File: src/rtl/parking_lot_tracker.sv
// Multi-lane car enter/exit detector feeding a saturating lot occupancy counter.
// Latency: enter/exit/seq_err pulses and occupancy/flags update one edge after the completing sample.
// Backpressure: none; sensors are sampled every cycle and the counter clamps instead of stalling.
module parking_lot_tracker #(
    parameter  int LANES    = 2,
    parameter  int CAPACITY = 16,
    localparam int CNT_W    = $clog2(CAPACITY + 1)
) (
    input  logic             clk,
    input  logic             reset,
    input  logic [LANES-1:0] a,
    input  logic [LANES-1:0] b,
    input  logic             clear,
    output logic [LANES-1:0] enter,
    output logic [LANES-1:0] exit,
    output logic [LANES-1:0] seq_err,
    output logic [CNT_W-1:0] occupancy,
    output logic             full,
    output logic             empty,
    output logic             overflow,
    output logic             underflow
);

    // Width of a per-cycle event count (0..LANES).
    localparam int PW = $clog2(LANES + 1);
    // Signed working width for occupancy +/- event counts; one spare bit so
    // neither a negative result nor a sum above CAPACITY can wrap.
    localparam int SW = CNT_W + PW + 1;

    localparam logic signed [SW-1:0] CAP_S = SW'(CAPACITY);

    // EN* track a car moving outer->inner (a first); EX* track inner->outer.
    typedef enum logic [2:0] {
        IDLE = 3'd0,
        EN1  = 3'd1,  // a only
        EN2  = 3'd2,  // a and b
        EN3  = 3'd3,  // b only, waiting for clearance
        EX1  = 3'd4,  // b only
        EX2  = 3'd5,  // a and b
        EX3  = 3'd6   // a only, waiting for clearance
    } lane_state_t;

    lane_state_t state      [LANES];
    lane_state_t state_next [LANES];

    logic [LANES-1:0] enter_next;
    logic [LANES-1:0] exit_next;
    logic [LANES-1:0] seq_err_next;

    logic [PW-1:0]          n_enter;
    logic [PW-1:0]          n_exit;
    logic signed [SW-1:0]   occ_sum;
    logic [CNT_W-1:0]       occ_next;
    logic                   overflow_next;
    logic                   underflow_next;

    // Per-lane next-state and event decode from the current {a,b} sample.
    always_comb begin
        enter_next   = '0;
        exit_next    = '0;
        seq_err_next = '0;
        for (int i = 0; i < LANES; i++) begin
            state_next[i] = state[i];
            case (state[i])
                IDLE: begin
                    case ({a[i], b[i]})
                        2'b10:   state_next[i] = EN1;
                        2'b01:   state_next[i] = EX1;
                        2'b11:   seq_err_next[i] = 1'b1;
                        default: state_next[i] = IDLE;
                    endcase
                end
                EN1: begin
                    case ({a[i], b[i]})
                        2'b11:   state_next[i] = EN2;
                        2'b10:   state_next[i] = EN1;
                        2'b01: begin
                            state_next[i]   = IDLE;
                            seq_err_next[i] = 1'b1;
                        end
                        default: state_next[i] = IDLE;
                    endcase
                end
                EN2: begin
                    case ({a[i], b[i]})
                        2'b11:   state_next[i] = EN2;
                        2'b10:   state_next[i] = EN1;
                        2'b01:   state_next[i] = EN3;
                        default: begin
                            state_next[i]   = IDLE;
                            seq_err_next[i] = 1'b1;
                        end
                    endcase
                end
                EN3: begin
                    case ({a[i], b[i]})
                        2'b01:   state_next[i] = EN3;
                        2'b11:   state_next[i] = EN2;
                        2'b00: begin
                            state_next[i] = IDLE;
                            enter_next[i] = 1'b1;
                        end
                        default: begin
                            state_next[i]   = IDLE;
                            seq_err_next[i] = 1'b1;
                        end
                    endcase
                end
                EX1: begin
                    case ({a[i], b[i]})
                        2'b11:   state_next[i] = EX2;
                        2'b01:   state_next[i] = EX1;
                        2'b10: begin
                            state_next[i]   = IDLE;
                            seq_err_next[i] = 1'b1;
                        end
                        default: state_next[i] = IDLE;
                    endcase
                end
                EX2: begin
                    case ({a[i], b[i]})
                        2'b11:   state_next[i] = EX2;
                        2'b01:   state_next[i] = EX1;
                        2'b10:   state_next[i] = EX3;
                        default: begin
                            state_next[i]   = IDLE;
                            seq_err_next[i] = 1'b1;
                        end
                    endcase
                end
                EX3: begin
                    case ({a[i], b[i]})
                        2'b10:   state_next[i] = EX3;
                        2'b11:   state_next[i] = EX2;
                        2'b00: begin
                            state_next[i] = IDLE;
                            exit_next[i]  = 1'b1;
                        end
                        default: begin
                            state_next[i]   = IDLE;
                            seq_err_next[i] = 1'b1;
                        end
                    endcase
                end
                default: state_next[i] = IDLE;
            endcase
        end
    end

    // Merge all lanes into one net occupancy change, then clamp to [0, CAPACITY].
    always_comb begin
        n_enter = '0;
        n_exit  = '0;
        for (int i = 0; i < LANES; i++) begin
            n_enter = n_enter + PW'(enter_next[i]);
            n_exit  = n_exit  + PW'(exit_next[i]);
        end
        occ_sum = $signed({{(SW-CNT_W){1'b0}}, occupancy})
                + $signed({{(SW-PW){1'b0}}, n_enter})
                - $signed({{(SW-PW){1'b0}}, n_exit});

        overflow_next  = 1'b0;
        underflow_next = 1'b0;
        if (clear) begin
            // Clear wins; any events on this edge are reported but not counted.
            occ_next = '0;
        end else if (occ_sum > CAP_S) begin
            occ_next      = CNT_W'(CAPACITY);
            overflow_next = 1'b1;
        end else if (occ_sum < 0) begin
            occ_next       = '0;
            underflow_next = 1'b1;
        end else begin
            occ_next = CNT_W'(occ_sum);
        end
    end

    // Lane FSM state registers.
    always_ff @(posedge clk or negedge reset) begin
        if (!reset) begin
            for (int i = 0; i < LANES; i++) begin
                state[i] <= IDLE;
            end
        end else begin
            for (int i = 0; i < LANES; i++) begin
                state[i] <= state_next[i];
            end
        end
    end

    // Event pulses and counter status, all registered together so they agree.
    always_ff @(posedge clk or negedge reset) begin
        if (!reset) begin
            enter     <= '0;
            exit      <= '0;
            seq_err   <= '0;
            occupancy <= '0;
            full      <= 1'b0;
            empty     <= 1'b1;
            overflow  <= 1'b0;
            underflow <= 1'b0;
        end else begin
            enter     <= enter_next;
            exit      <= exit_next;
            seq_err   <= seq_err_next;
            occupancy <= occ_next;
            full      <= (occ_next == CNT_W'(CAPACITY));
            empty     <= (occ_next == '0);
            overflow  <= overflow_next;
            underflow <= underflow_next;
        end
    end

endmodule

File: config.mk
export PLATFORM = sky130hd
export DESIGN_NAME = parking_lot_tracker
export DESIGN_NICKNAME = d
export VERILOG_FILES = /design/src/rtl/parking_lot_tracker.sv
export SDC_FILE = /design/constraint.sdc
export NUM_CORES = 1
export LEC_CHECK = 0
export ABC_AREA = 1
export BUFFER_PORTS_ARGS = -buffer_cell sky130_fd_sc_hd__buf_2
export CAP_MARGIN = 5
export CORE_MARGIN = 3
export CORE_UTILIZATION = 40
export DETAILED_ROUTE_END_ITERATION = 12
export SYNTH_ARGS = -nofsm -noshare
export SYNTH_HDL_FRONTEND = slang
export SYNTH_SLANG_ARGS = --single-unit
File: constraint.sdc
create_clock -name clk -period 2.8 [get_ports clk]
set_input_delay 0.42 -clock clk [delete_from_list [all_inputs] [get_ports clk]]
set_output_delay 0.42 -clock clk [all_outputs]
set_load 0.05 [all_outputs]
==> results.py, run 1 <==
metrics = {
    "yosys": {
        "avgSynthCellArea_sq_um": 7.89,
        "synthesis.nets": 228,
        "yosysSeqAreaShare": 0.339,
        "yosysWarnings": 0,
        "synth_seq_cells": 21,
        "synthCells": 197,
        "ys_types": 25,
        "syn-cell-area_sq_um": 1560,
    },
    "hold_path": {
        "hold_class": "input port to async pin",
    },
    "clock_tree": {
        "cts_tree": "yes",
        "path_clk_slew_ns": 0.08,
        "cts-root-buf": "clkbuf_8",
        "clockBufferDepth": 2,
        "htreeDepth": 1,
        "cts-buffers-inserted": 3,
        "clk_latency_ns": 0.25,
        "cts.sinks": 21,
    },
    "routing": {
        "num_vias": 1534,
        "via_per_inst": 4.79,
        "antenna_left": 0,
        "routed_wirelength_um": 3810,
        "wl_per_cell_um": 11.9,
        "drc_errors": 0,
        "drt_iter0_drc": 111,
        "firstDrtPassIters": 4,
    },
    "power_and_ir_drop": {
        "ir_drop_mv": 0.248,
        "p_switching_uw": 606,
        "p_int_uw": 745,
        "pwr-share-clk": 0.144,
        "p_sw_frac": 0.449,
        "leakagePower_uw": 0.00119,
        "power_density_nw_per_um2": 607,
        "seq_power_share": 0.304,
        "combPwrFrac": 0.552,
    },
    "critical_path": {
        "cp-start-kind": "flip-flop",
        "crit_fanout": 5,
        "critical_path_arrival_ns": 3.12,
        "critPathRequiredTime_ns": 2.99,
        "worstSetupEndpointType": "flip-flop",
        "crit_type": "flip-flop to flip-flop",
    },
    "timing": {
        "setup_viol": 7,
        "hold_viol": 0,
        "clock.fmax_mhz": 341,
        "setup_ws_ns": -0.129,
        "clock-skew-final_ns": 0.00527,
        "slew_violations": 0,
        "final.period_utilization": 1.05,
        "grt_setup_unrepaired": "true",
        "slew_headroom": 0.691,
        "finalSetupTns_ns": -0.610,
        "worst_pin_slew_ns": 0.463,
        "period_minus_slack_ns": 2.93,
        "hold_ws_ns": 0.110,
    },
    "grt": {
        "track_usage": 0.181,
        "grt_max_degree": 22,
        "grt_pass1_wl_um": 6430,
        "globalRouteOverflowTotal": 0,
        "grt_pass1_vias": 1448,
        "antenna_found_initial": 0,
    },
    "place": {
        "io_buffers": 21,
        "gp_congestion": 0.913,
        "dpl.hpwl_um": 2770,
        "place_ws_ns": -0.339,
    },
    "layout": {
        "mostFrequentLayoutCells": "buf_4 (48), inv_1 (36), nand2_1 (24), buf_2 (21), dfrtp_1 (20)",
        "final_common_cell": "buf_4",
        "final_nets": 304,
        "fillers": 360,
        "insertedDiodeCount": 0,
        "layout-area-overhead-vs-synth_pct": 43.2,
        "drive_above_1_share": 0.390,
    },
    "status": {
        "violations": "setup timing",
        "status": "finished, violations left",
    },
    "die": {
        "die_h_um": 68.4,
        "coreArea_sq_um": 3720,
        "initial_core_util": 0.419,
        "rows": 22,
        "die_w_um": 68.4,
        "die_area_sq_um": 4670,
        "pin_count": 22,
    },
    "flow_run": {
        "drv_cap": 0,
    },
}
-- per-stage QoR --
| step | utilization | total power (uW) | instance area [sq um] | cells |
|---|---|---|---|---|
| 2_1_floorplan | - | 881 | 1580 | 197 |
| 3_3_place_gp | 0.529 | 1100 | 1960 | 296 |
| 3_5_place_dp | 0.529 | 1110 | 1960 | 296 |
| 4_1_cts | 0.590 | 1340 | 2190 | 318 |
| 5_1_grt | 0.599 | 1470 | 2230 | 320 |
| 6_report | 0.599 | 1350 | 2230 | 320 |
-- power groups by stage --
stage               combinational (uW)  clock, uW  sequential (uW)
finish                             746        194              411
global route                       833        214              423
CTS                                731        200              411
detailed placement                 690          0              417
global placement                   684          0              416
floorplan                          308          0              573
-- logic make-up after synthesis --
| group | share of synthesized area |
|---|---|
| buffers and inverters | 0.113 |
| DFF | 0.339 |
| and+or+nand+nor | 0.243 |
| AOI/OAI and AO/OA | 0.0974 |
| adders and majority gates | 0.208 |
-- layer usage --
layer  GRT usage  vias up  part of all wire
met5           0        -                 0
met4      0.0620        0             0.018
met3      0.0115        6             0.032
met2       0.313       34              0.53
met1       0.237      716              0.42
li1            -      778                 -
-- sequential cells by signal (all words and copies together), names as in the netlist --
register   cells
seq_err        2
empty          1
full           1
state          6
enter          2
overflow       1
exit           2
occupancy      5
underflow      1
-- cell usage after synthesis --
cell type / instances / share of area
nand3_2: 2 / 0.013
nand2_1: 26 / 0.063
a41oi_1: 1 / 0.0056
ha_1: 21 / 0.17
a211oi_1: 1 / 0.0048
a31oi_1: 1 / 0.0040
o21ai_1: 2 / 0.0064
nor3_1: 8 / 0.026
inv_2: 2 / 0.0048
a21oi_2: 1 / 0.0056
o22ai_1: 3 / 0.012
dfrtp_1: 20 / 0.32
o2111ai_1: 3 / 0.017
fa_1: 3 / 0.039
nor2_1: 20 / 0.048
inv_1: 42 / 0.10
dfstp_2: 1 / 0.017
a21oi_1: 8 / 0.026
buf_6: 1 / 0.0072
o21ai_0: 5 / 0.016
nand4_1: 3 / 0.012
nand2_2: 3 / 0.012
or2_2: 1 / 0.0040
nand3_1: 18 / 0.058
nand2_4: 1 / 0.0072
-- critical path, cell delays in order (launching register included) --
cell	delay, ns
dfrtp_1	0.42
nand2_2	0.10
inv_2	0.10
nand2_4	0.07
nor2_4	0.13
inv_2	0.04
fa_1	0.46
fa_2	0.35
inv_2	0.07
ha_4	0.13
fa_2	0.44
nor3_2	0.11
nand2_1	0.08
nand3_2	0.08
nand2_4	0.07
inv_2	0.06
o21ai_1	0.06
nand2_1	0.07
nor2_1	0.04
-- worst paths after layout --
path,startpoint,to,slack (ns),cells past startpoint
max in group asynchronous,reset,empty,2.35,1
max reg2reg,state[4],empty,-0.13,18
min reg2reg,state[1],exit[1],0.62,2
min in group clk,clear,underflow,0.32,2
max,state[4],empty,-0.13,18
min,reset,state[5],0.11,1
-- final cells by class --
cell class | count | area (sq um) | area share
multi-input cells | 131 | 927 | 0.416
flip-flops and latches | 21 | 527 | 0.237
repair buffers | 72 | 499 | 0.224
inverters | 44 | 168 | 0.0753
well taps | 48 | 60.1 | 0.0270
clock buffers | 3 | 41.3 | 0.0185
clock inverters | 1 | 5.00 | 0.00225
-- repair_timing --
item / 4_1_cts / 5_1_grt
pin swaps: 6 / 6
endpoints found under the setup margin: 7 / 9
gates resized for setup: 12 / 6
hold buffers: 0 / 0
setup buffers: 18 / 2
Power figures use the tool's default switching activity.
==> inputs of run 2 (changes only) <==
--- a/config.mk
+++ b/config.mk
@@ -8,9 +8,10 @@
 export ABC_AREA = 1
 export BUFFER_PORTS_ARGS = -buffer_cell sky130_fd_sc_hd__buf_2
 export CAP_MARGIN = 5
-export CORE_MARGIN = 3
+export CORE_MARGIN = 8
 export CORE_UTILIZATION = 40
 export DETAILED_ROUTE_END_ITERATION = 12
+export SKIP_CTS_REPAIR_TIMING = 1
 export SYNTH_ARGS = -nofsm -noshare
 export SYNTH_HDL_FRONTEND = slang
 export SYNTH_SLANG_ARGS = --single-unit
==> constraint.sdc (replaced) <==
create_clock -name clk -period 3.3 [get_ports clk]
set_input_delay 0.495 -clock clk [delete_from_list [all_inputs] [get_ports clk]]
set_output_delay 0.495 -clock clk [all_outputs]
set_load 0.05 [all_outputs]
==> run 2 against run 1 <==
  * The flow now finishes without violations
  * Largest cell class unchanged
  * Via count fell by 12%
  * Core utilization fell by 8.9 points
  * Clock skew barely moved
  * Register-to-register slack improved by 0.35 ns
==> results.py, run 2 (same netlist as run 1, synthesis figures left out) <==
metrics = {
    "status": {
        "status": "finished, final reports clean",
    },
    "routing": {
        "via_per_inst": 4.73,
        "drt_iter0_drc": 84,
        "wl_per_cell_um": 11.3,
        "routed_wirelength_um": 3200,
        "antenna_left": 0,
        "firstDrtPassIters": 4,
        "num_vias": 1343,
        "drc_errors": 0,
    },
    "power_and_ir_drop": {
        "p_switching_uw": 479,
        "leakagePower_uw": 0.00102,
        "power_density_nw_per_um2": 554,
        "seq_power_share": 0.343,
        "pwr-share-clk": 0.159,
        "ir_drop_mv": 0.185,
        "design_power_total_uw": 1040,
        "p_int_uw": 563,
        "p_sw_frac": 0.459,
        "combPwrFrac": 0.499,
    },
    "layout": {
        "largest_register_ffs": 6,
        "insertedDiodeCount": 0,
        "drive_above_1_share": 0.237,
        "mostFrequentLayoutCells": "inv_1 (42), nand2_1 (26), buf_2 (21), ha_1 (20), dfrtp_1 (19)",
        "top_register": "state",
        "layout-area-overhead-vs-synth_pct": 21.1,
        "fin_area_sq_um": 1880,
        "final_common_cell": "inv_1",
        "fillers": 388,
        "final_nets": 268,
        "top_regs": "state (6), occupancy (5)",
    },
    "critical_path": {
        "worstSetupEndpointType": "flip-flop",
        "crit_start": "a[0]",
        "crit_fanout": 5,
        "crit_type": "input port to flip-flop",
        "cpMaxStageDelayCell": "fa_1",
        "max_stage_delay_ns": 0.48,
        "rrSetupSlack_ns": 0.22,
        "timing.critical_path.mode_cell": "inv_1",
        "reg2reg_depth": 16,
        "r2r-end": "empty",
        "critical_path_arrival_ns": 3.29,
        "critPathRequiredTime_ns": 3.48,
        "crit-reg2reg-launch": "state[3]",
        "path_cells": "buf_2 > inv_1 > ha_2 > inv_1 > nor2_2 > inv_1 > fa_1 > fa_1 > inv_1 > ha_1 > fa_1 > nor3_2 > nand2_1 > nand3_2 > nand2_4 > inv_2 > o21ai_1 > nand2_1 > nor2_1",
        "cp-start-kind": "input port",
    },
    "timing": {
        "setup_viol": 0,
        "worst_pin_slew_ns": 0.468,
        "clock.fmax_mhz": 322,
        "hold_viol": 0,
        "final.period_utilization": 0.942,
        "slew_violations": 0,
        "slew_headroom": 0.688,
        "clock-skew-final_ns": 0.00481,
        "period_minus_slack_ns": 3.11,
        "hold_ws_ns": 0.186,
    },
    "grt": {
        "grt_max_degree": 22,
        "grt_pass1_vias": 1387,
        "grt_pass1_wl_um": 5680,
        "antenna_found_initial": 0,
        "globalRouteOverflowTotal": 0,
        "track_usage": 0.109,
    },
    "flow_run": {
        "drv_cap": 0,
    },
    "clock_tree": {
        "clockBufferDepth": 2,
        "cts_tree": "yes",
        "clk_latency_ns": 0.25,
        "cts-buffers-inserted": 3,
        "cts-root-buf": "clkbuf_8",
        "path_clk_slew_ns": 0.08,
        "htreeDepth": 1,
        "cts.sinks": 21,
    },
    "place": {
        "gp_congestion": 0.860,
        "dpl.hpwl_um": 2650,
        "io_buffers": 21,
        "placed_area_sq_um": 1810,
    },
    "die": {
        "initial_core_util": 0.422,
        "pin_count": 22,
        "coreArea_sq_um": 3690,
        "rows": 22,
        "die_area_sq_um": 6140,
        "die_w_um": 78.4,
        "die_h_um": 78.4,
    },
    "hold_path": {
        "hold_class": "input port to async pin",
    },
}
==> run 2: changes by cell type in the layout (fill, tap and decap cells not counted), sizes merged <==
cell	before	now
clkbuf	3	4
clkinv	1	0
buf	72	36
==> run 2: how the worst max path moves through the flow <==
stage | cells after the start | slack [ns] | to
floorplan | 18 | 0.13 | empty
global placement | 19 | -0.05 | empty
detailed placement | 19 | -0.13 | empty
CTS | 18 | 0.15 | empty
global route | 19 | -0.01 | empty
finish | 19 | 0.19 | empty
==> run 2: per-layer routing <==
metal / vias to the layer above / routed length, um / GRT usage
li1: 710 / - / -
met1: 604 / 1440 / 0.126
met2: 25 / 1590 / 0.192
met3: 4 / 135 / 0.0251
met4: 0 / 32 / 0.0370
met5: - / 0 / 0
==> run 2: cell type report <==
class / count / area [sq um] / share of cell area
clock buffers: 4 / 45.0 / 0.0239
well taps: 48 / 60.1 / 0.0319
inverters: 44 / 165 / 0.0877
repair buffers: 36 / 218 / 0.116
flip-flops and latches: 21 / 528 / 0.280
multi-input cells: 131 / 867 / 0.460
==> run 2: stage by stage <==
step | worst slack [ns] | util | setup TNS (ns) | cells
after floorplan | 0.134 | - | 0 | 197
after global placement | -0.0484 | 0.492 | -0.0484 | 279
after detailed placement | -0.130 | 0.492 | -0.419 | 279
after CTS | 0.149 | 0.504 | 0 | 283
after global routing | -0.0123 | 0.511 | -0.0123 | 284
final | 0.190 | 0.511 | 0 | 284
==> run 2: power by group through the flow <==
stage / sequential (uW) / combinational (uW) / clock, uW
2_1_floorplan: 486 / 259 / 0
3_3_place_gp: 364 / 510 / 0
3_5_place_dp: 365 / 510 / 0
4_1_cts: 359 / 511 / 174
5_1_grt: 366 / 579 / 181
6_report: 357 / 520 / 165
==> run 2: worst max-delay path: cells and delay by family <==
| kind | cells | cell delay, ns |
|---|---|---|
| and+or+nand+nor | 7 | 0.65 |
| adders and majority gates | 5 | 1.66 |
| buffers and inverters | 6 | 0.42 |
| AOI/OAI and AO/OA | 1 | 0.05 |
==> inputs of run 3 (changes only) <==
==> constraint.sdc (replaced) <==
create_clock -name clk -period 3.5 [get_ports clk]
set_input_delay 0.525 -clock clk [delete_from_list [all_inputs] [get_ports clk]]
set_output_delay 0.525 -clock clk [all_outputs]
set_load 0.05 [all_outputs]
==> run 3 against run 2 <==
  * Register-to-register slack better by 0.07 ns
  * Clock skew shrank 0.0016 ns
  * Final cell count decreased by 2.5%
  * Critical path type is now flip-flop to flip-flop
==> results.py, run 3 (same netlist as run 1, synthesis figures left out) <==
metrics = {
    "status": {
        "status": "finished, final reports clean",
    },
    "timing": {
        "clock-skew-final_ns": 0.00325,
        "final.period_utilization": 0.917,
        "hold_viol": 0,
        "clock.fmax_mhz": 312,
        "setup_viol": 0,
        "finalSetupTns_ns": 0,
        "grt_setup_unrepaired": "false",
        "slew_violations": 0,
        "period_minus_slack_ns": 3.21,
        "worst_pin_slew_ns": 0.456,
        "slew_headroom": 0.696,
    },
    "critical_path": {
        "worstSetupEndpointType": "flip-flop",
        "critPathRequiredTime_ns": 3.69,
        "crit_fanout": 7,
        "cp-start-kind": "flip-flop",
        "crit_type": "flip-flop to flip-flop",
        "critical_path_arrival_ns": 3.40,
    },
    "grt": {
        "globalRouteOverflowTotal": 0,
        "track_usage": 0.105,
        "grt_max_degree": 22,
        "antenna_found_initial": 0,
        "grt_pass1_wl_um": 5310,
        "grt_pass1_vias": 1243,
    },
    "clock_tree": {
        "cts.sinks": 21,
        "clockBufferDepth": 2,
        "clk_latency_ns": 0.26,
        "cts-buffers-inserted": 3,
        "cts_tree": "yes",
        "cts-root-buf": "clkbuf_8",
        "path_clk_slew_ns": 0.08,
        "htreeDepth": 1,
    },
    "routing": {
        "firstDrtPassIters": 6,
        "antenna_left": 0,
        "drt_iter0_drc": 76,
        "routed_wirelength_um": 3060,
        "wl_per_cell_um": 11.0,
        "via_per_inst": 4.72,
        "num_vias": 1308,
        "drc_errors": 0,
    },
    "power_and_ir_drop": {
        "power_density_nw_per_um2": 531,
        "design_power_total_uw": 964,
        "leakagePower_uw": 0.000987,
        "ir_drop_mv": 0.247,
    },
    "layout": {
        "largest_register_ffs": 6,
        "mostFrequentLayoutCells": "inv_1 (42), nand2_1 (26), ha_1 (21), buf_2 (21)",
        "final_common_cell": "inv_1",
        "insertedDiodeCount": 0,
        "layout-area-overhead-vs-synth_pct": 16.7,
        "drive_above_1_share": 0.192,
        "final_core_util": 0.492,
        "fillers": 380,
        "final_nets": 261,
        "top_register": "state",
        "top_regs": "state (6), occupancy (5)",
    },
    "die": {
        "pin_count": 22,
        "initial_core_util": 0.422,
        "rows": 22,
        "coreArea_sq_um": 3690,
        "die_h_um": 78.4,
        "die_w_um": 78.4,
        "die_area_sq_um": 6140,
    },
    "place": {
        "dpl.hpwl_um": 2540,
        "io_buffers": 21,
        "gp_congestion": 0.860,
    },
    "flow_run": {
        "drv_cap": 0,
    },
    "hold_path": {
        "hold_class": "input port to async pin",
    },
}
run 3: cell count changes in the layout (fill, tap and decap cells not counted), sizes merged:
cell,change
buf,-7
clkinv,+1
clkbuf,-1
run 3: final timing paths:
path / start / to / slack, ns / cells after the start
worst max-delay path: state[3] / empty / 0.29 / 16
worst min-delay path: reset / occupancy[3] / 0.21 / 1
worst max register to register: state[3] / empty / 0.29 / 16
worst min register to register: state[2] / state[0] / 0.64 / 2
max in group asynchronous: reset / empty / 2.96 / 1
min in group clk: clear / underflow / 0.42 / 2
run 3: worst max-delay path: stages, from the launching register on:
cell,delay (ns)
dfrtp_1,0.46
inv_1,0.14
nand3_1,0.16
nor2_1,0.22
fa_1,0.47
fa_1,0.36
inv_1,0.06
ha_1,0.17
fa_1,0.43
nor3_1,0.20
nand2_1,0.08
nand3_2,0.09
nand2_4,0.07
inv_2,0.06
o21ai_1,0.06
nand2_1,0.07
nor2_1,0.04
run 3: area by class of cell:
class,count,area [sq um],share of cell area
multi-input combinational,131,852,0.469
inverter,44,165,0.0910
clock buffer,3,41.3,0.0227
clock inverter,1,5.00,0.00276
sequential,21,527,0.290
timing repair buffer,29,165,0.0910
tap,48,60.1,0.0331
run 3: report_power, final:
| group | internal [uW] | switching, uW |
|---|---|---|
| logic | 136 | 330 |
| clock network | 79.2 | 76.2 |
| registers | 301 | 41.6 |
| total | 516 | 448 |
run 3: layer usage:
layer,global-route usage,vias to the layer above,share of wire
met4,0.0463,0,0.011
li1,-,695,-
met1,0.126,584,0.47
met2,0.167,25,0.47
met5,0,-,0
met3,0.0330,4,0.043
run 3: per-stage QoR:
step	worst slack (ns)	cells	hold WS, ns	instance area (sq um)
2_1_floorplan	0.304	197	0.229	1560
3_3_place_gp	0.0934	273	0.505	1770
3_5_place_dp	0.0242	273	0.511	1770
4_1_cts	0.300	277	0.228	1820
5_1_grt	0.0444	277	0.245	1820
6_report	0.291	277	0.205	1820
